<file path="config.mk">
export PLATFORM = sky130hd
export DESIGN_NAME = aes_pad_host
export DESIGN_NICKNAME = d
export VERILOG_FILES = /design/src/rtl/aes_pad_host.sv
export SDC_FILE = /design/constraint.sdc
export NUM_CORES = 1
export LEC_CHECK = 0
export CORE_ASPECT_RATIO = 0.5
export CORE_MARGIN = 8
export CORE_UTILIZATION = 54
export CTS_BUF_LIST = sky130_fd_sc_hd__clkbuf_8
export DETAILED_ROUTE_END_ITERATION = 10
export PLACE_DENSITY = 0.82
export SLEW_MARGIN = 5
export SYNTH_ARGS = -nofsm -noshare
export SYNTH_HDL_FRONTEND = slang
export SYNTH_SLANG_ARGS = --single-unit
</file>
<file path="constraint.sdc">
create_clock -name CLK -period 2.3 [get_ports CLK]
set_input_delay 0.46 -clock CLK [delete_from_list [all_inputs] [get_ports CLK]]
set_output_delay 0.46 -clock CLK [all_outputs]
set_load 0.005 [all_outputs]
</file>
<file path="src/rtl/aes_pad_host.sv">
// aes_pad_host: host bus master that loads key/plaintext into the AES chip pads, starts it and streams back the ciphertext
module aes_pad_host #(
    parameter logic [6:0] KEY_BASE = 7'h00,
    parameter logic [6:0] PT_BASE  = 7'h10,
    parameter logic [6:0] CT_BASE  = 7'h20,
    parameter int         READ_LAT = 2,
    parameter int         TIMEOUT  = 4096
) (
    input  logic       CLK,
    input  logic       RST,
    input  logic       IN_VALID,
    output logic       IN_READY,
    input  logic [7:0] IN_DATA,
    output logic       OUT_VALID,
    input  logic       OUT_READY,
    output logic [7:0] OUT_DATA,
    output logic       BUSY,
    output logic       ERR,
    output logic       CHIP_START,
    output logic       CHIP_WR,
    output logic [6:0] CHIP_ADDR,
    output logic [7:0] CHIP_DIN,
    input  logic       CHIP_OK,
    input  logic [7:0] CHIP_DOUT
);
    localparam int RW = $clog2(READ_LAT + 1) + 1;
    localparam int TW = $clog2(TIMEOUT) + 1;
    localparam logic [RW-1:0] RL = RW'(READ_LAT);
    localparam logic [TW-1:0] TL = TW'(TIMEOUT - 1);

    typedef enum logic [2:0] {IDLE, WRITE, START, WAIT, READ, SEND} state_t;

    state_t        state;
    logic [4:0]    widx;
    logic [3:0]    ridx;
    logic [RW-1:0] rc;
    logic [TW-1:0] tcnt;
    logic          ok_s1, ok_s2, armed;
    logic          hs;
    logic [6:0]    waddr;

    assign IN_READY = (state == IDLE) || (state == WRITE);
    assign BUSY     = state != IDLE;
    assign hs       = IN_VALID && IN_READY;
    // widx is 0 whenever IDLE, so the first byte of a frame shares the write path
    assign waddr    = (widx[4] ? PT_BASE : KEY_BASE) + {3'b000, widx[3:0]};

    // two-flop synchronizer for the asynchronous OK pad
    always_ff @(posedge CLK) begin
        if (RST) begin
            ok_s1 <= 1'b0;
            ok_s2 <= 1'b0;
        end else begin
            ok_s1 <= CHIP_OK;
            ok_s2 <= ok_s1;
        end
    end

    // frame sequencer: write 32 bytes, pulse start, wait for a fresh OK edge, read 16 bytes
    always_ff @(posedge CLK) begin
        if (RST) begin
            state      <= IDLE;
            widx       <= '0;
            ridx       <= '0;
            rc         <= '0;
            tcnt       <= '0;
            armed      <= 1'b0;
            CHIP_START <= 1'b0;
            CHIP_WR    <= 1'b0;
            CHIP_ADDR  <= '0;
            CHIP_DIN   <= '0;
            OUT_VALID  <= 1'b0;
            OUT_DATA   <= '0;
            ERR        <= 1'b0;
        end else begin
            CHIP_WR    <= 1'b0;
            CHIP_START <= 1'b0;
            case (state)
                IDLE, WRITE: if (hs) begin
                    CHIP_WR   <= 1'b1;
                    CHIP_ADDR <= waddr;
                    CHIP_DIN  <= IN_DATA;
                    widx      <= widx + 5'd1;
                    if (state == IDLE) begin
                        ERR   <= 1'b0;
                        state <= WRITE;
                    end
                    if (widx == 5'd31) state <= START;
                end
                START: begin
                    CHIP_START <= 1'b1;
                    tcnt       <= '0;
                    armed      <= 1'b0;
                    state      <= WAIT;
                end
                WAIT: begin
                    // OK must be seen low before a high counts, so a stale OK is ignored
                    if (!ok_s2) armed <= 1'b1;
                    if (armed && ok_s2) begin
                        ridx  <= '0;
                        rc    <= '0;
                        state <= READ;
                    end else if (tcnt == TL) begin
                        ERR   <= 1'b1;
                        state <= IDLE;
                    end else begin
                        tcnt <= tcnt + 1'b1;
                    end
                end
                READ: begin
                    if (rc == '0) CHIP_ADDR <= CT_BASE + {3'b000, ridx};
                    if (rc == RL) begin
                        OUT_DATA  <= CHIP_DOUT;
                        OUT_VALID <= 1'b1;
                        state     <= SEND;
                    end else begin
                        rc <= rc + 1'b1;
                    end
                end
                SEND: if (OUT_READY) begin
                    OUT_VALID <= 1'b0;
                    rc        <= '0;
                    ridx      <= ridx + 4'd1;
                    state     <= (ridx == 4'd15) ? IDLE : READ;
                end
                default: state <= IDLE;
            endcase
        end
    end
endmodule

</file>
==> summary.md <==
| Metric | Value |
|---|---|
| Outcome | finished, final reports clean |
| Peak supply drop | 0.440 mV |
| DRC errors left | 0 |
| Buffer type at the clock tree root | clkbuf_8 |
| Hold buffer count at CTS | 0 |
| Arrival time at the worst endpoint | 1730 ps |
| Synth area leaders | dfxtp_1 44%, mux2i_1 5.3%, nand2_1 4.7% |
| Type of origin of the critical path | flop |
| First-pass iteration count of the detailed router | 4 |
| Final-stage net count | 374 |
| Overall track demand over capacity in global routing | 0.178 |
| Top-count cell post-synth | dfxtp_1 |
| FF-to-FF End | state[0] |
| Antenna cell count | 0 |
| Cell area after synthesis | 0.00262 sq mm |
| Sequential share of the synthesized area | 0.435 |
| Maximum number of pins on one net before global-route repair | 26 |
| Port-buffer cells | 48 |
| Largest area contributor in the netlist | dfxtp_1 |
| Initial antenna violation count | 0 |
| Slew @ Worst Pin | 615 ps |
| TritonCTS buffer count | 9 |
| Flip-flop and latch count after synthesis | 57 |
| Later-pin clock latency in the skew report | 330 ps |
| Crit-path cells | inv_1 -> nand2_1 -> clkdlybuf4s50_1 |
| Post-synth cell types | 56 |
| Share of cells above drive strength 1 | 0.0886 |
| DPL Wire Length | 4600 um |
| Hold EP | CHIP_DIN[0] |
| Post-synthesis cell count | 297 |
| Number of max-slew violations in the final report | 0 |
| Layout fillers | 370 |
| Wire length of the first global-routing pass | 10500 um |
| Post-synth EDFFs | 0 |
| Post-Synthesis Net Count | 325 |
| Number of cells on the worst reg-to-reg path | 7 |
| Post-CTS repair timing setup buffer count | 0 |
| # IOs | 50 |
| Number of rows in the core area | 18 |
| Fin util | 0.697 |
| Clock transition at the registers of the reported paths | 70 ps |
| Leakage | 0.00126 uW |
| Quantity of gates resized following cts | 0 |
| CTS max path bufs | 2 |
| Placeable core region | 0.00480 sq mm |
| R2R Path Start | widx[0] |
| Routability cong. | 0.834 |
| Worst-case register-to-register setup slack | 200 ps |
| Largest driver fanout on the critical path | 16 |
| Synthesized area per cell | 8.83 sq um |
| Horizontal extent of the die | 115 um |
| Max-Slew Margin vs Limit | 0.580 |
| Kind of critical path | reg2out |
| Via count | 2370 |
| Clock Skews | 8.76 ps |
| Final Critical Period | 2190 ps |
| MaxCap Viol Count | 0 |
| Yosys synthesis warning count | 0 |
| Cell Area, Placed | 0.00316 sq mm |
| Portion of the clock cycle consumed by the worst path in the final layout | 0.951 |
| Count of endpoints failing setup in the final report | 0 |
| Total congestion overflow after global routing | 0 |
| Commonest cells post-synth | 57 x dfxtp_1, 33 x nand2_1, 28 x nor2_1 |
| Final setup TNS | 0 ps |
| Worst hold path depth | 2 |
| Type of the tightest min-delay check | reg2reg |
| Hold Violations, Final | 0 |
| Post-detailed-route wirelength per cell | 15.6 um |
| Worst Min Path Start | CHIP_DIN[0] |
| TritonCTS clock tree | built |
| Routed Antenna Nets | 0 |
| Critical-path cell with the highest stage delay | dfxtp_1 |
| Data required time of the worst path | 1840 ps |
| Longest individual stage delay on the worst path | 640 ps |
| Ratio of total power to cell area | 605 mW/mm^2 |
| Number of global-route vias before repair | 2319 |
| Die Outline Area | 0.00748 sq mm |
| Post-Layout Inst Area | 0.00334 sq mm |
| Type of element capturing the critical path | output port |
| Drt total wl | 6540 um |
| Effective utilization at floorplan | 0.547 |
| Share of Yosys cell area claimed by the top area cell type | 0.435 |
| H-tree levels | 3 |
| Signed area change from the synthesized netlist to the final layout | 27.5% |
| Async set-reset flop share out of synthesis | 0 |
| Number of DRC markers in iteration 0 | 134 |
| # clock sinks | 57 |
| Setup repair after global routing missed its margin | no |
| Fmax | 0.457 GHz |
| Primary FF master, synth | dfxtp_1 |
| Post-DR vias/cell | 5.64 |
| Die Height | 65.3 um |
-- cell usage in the layout, fill, tap and decap left out, types with 2 or more instances in the layout --
master and n:
dfxtp_1 57, clkdlybuf4s50_1 48, nand2_1 33, nor2_1 28
a21oi_1 24, mux2i_1 14, clkbuf_8 12, nand3_1 10
o31ai_1 9, inv_1 8, or4_1 7, ha_1 7
nor2b_1 6, a211oi_1 6, buf_4 6, and3_1 5
nand4_1 5, o211ai_1 5, o21ai_0 5, xor2_1 4
nand2b_1 4, nor3b_1 4, nor3_1 3, or3_1 3
and4b_1 2, and2_1 2, or2_2 2
-- flip-flops by register name, indices dropped and copies added (netlist names), 3 cells and up --
signal and cells:
CHIP_ADDR 6, CHIP_DIN 8, OUT_DATA 8, rc 3, ridx 4, state 3
tcnt 13, widx 5
-- per-stage QoR --
stage	hold WS (ps)	power [uW]	setup WS, ps	instances
2_1_floorplan	414	1110	578	297
3_3_place_gp	427	1180	419	405
3_5_place_dp	442	1190	224	405
4_1_cts	456	2040	116	420
5_1_grt	461	2090	16.6	420
6_report	455	2020	113	420
-- metal layers --
| metal | GRT usage | share of wire | vias to the layer above |
|---|---|---|---|
| met4 | 0.107 | 0.020 | 0 |
| met1 | 0.175 | 0.40 | 1131 |
| met3 | 0.0649 | 0.059 | 14 |
| met2 | 0.324 | 0.52 | 65 |
| met5 | 0 | 0 | - |
| li1 | - | - | 1160 |
-- layout make-up --
class | count | area [sq um] | share of cell area
Clock inverter | 3 | 16.3 | 0.00486
Sequential cell | 57 | 1140 | 0.341
Timing Repair Buffer | 54 | 526 | 0.157
Multi-Input combinational cell | 217 | 1380 | 0.413
Tap cell | 70 | 87.6 | 0.0262
Inverter | 7 | 26.3 | 0.00786
Clock buffer | 12 | 165 | 0.0494
-- power by group --
part | leakage (uW) | total [uW] | switching [uW] | internal, uW
Combinational | 0.000699 | 144 | 64.1 | 80.3
Clock | 0.0000957 | 851 | 384 | 467
Sequential | 0.000463 | 1030 | 18.4 | 1010
-- worst max-delay path by stage --
| stage | start | end | slack (ps) | depth (start not counted) |
|---|---|---|---|---|
| floorplan | widx[0] | state[0] | 580 | 7 |
| global placement | OUT_READY | state[0] | 420 | 5 |
| detailed placement | OUT_READY | state[0] | 220 | 5 |
| CTS | state[0] | BUSY | 120 | 3 |
| global route | state[0] | BUSY | 20 | 3 |
| finish | state[0] | BUSY | 110 | 3 |
-- cell families after synthesis --
kind of cell	share of synthesized area
AND/OR/NAND/NOR	0.262
multiplexers	0.0534
adder cells (fa/ha/maj)	0.0334
other	0.00143
flip-flops	0.435
buffers and inverters	0.0377
AO/OA/AOI/OAI	0.160
XOR/XNOR	0.0167
-- critical path: cells and delay by family (launching register included) --
kind,cells,cell delay (ps)
AND/OR/NAND/NOR,1,100
buffers and inverters,2,660
flip-flops,1,640
(Power assumes the default switching activity.)
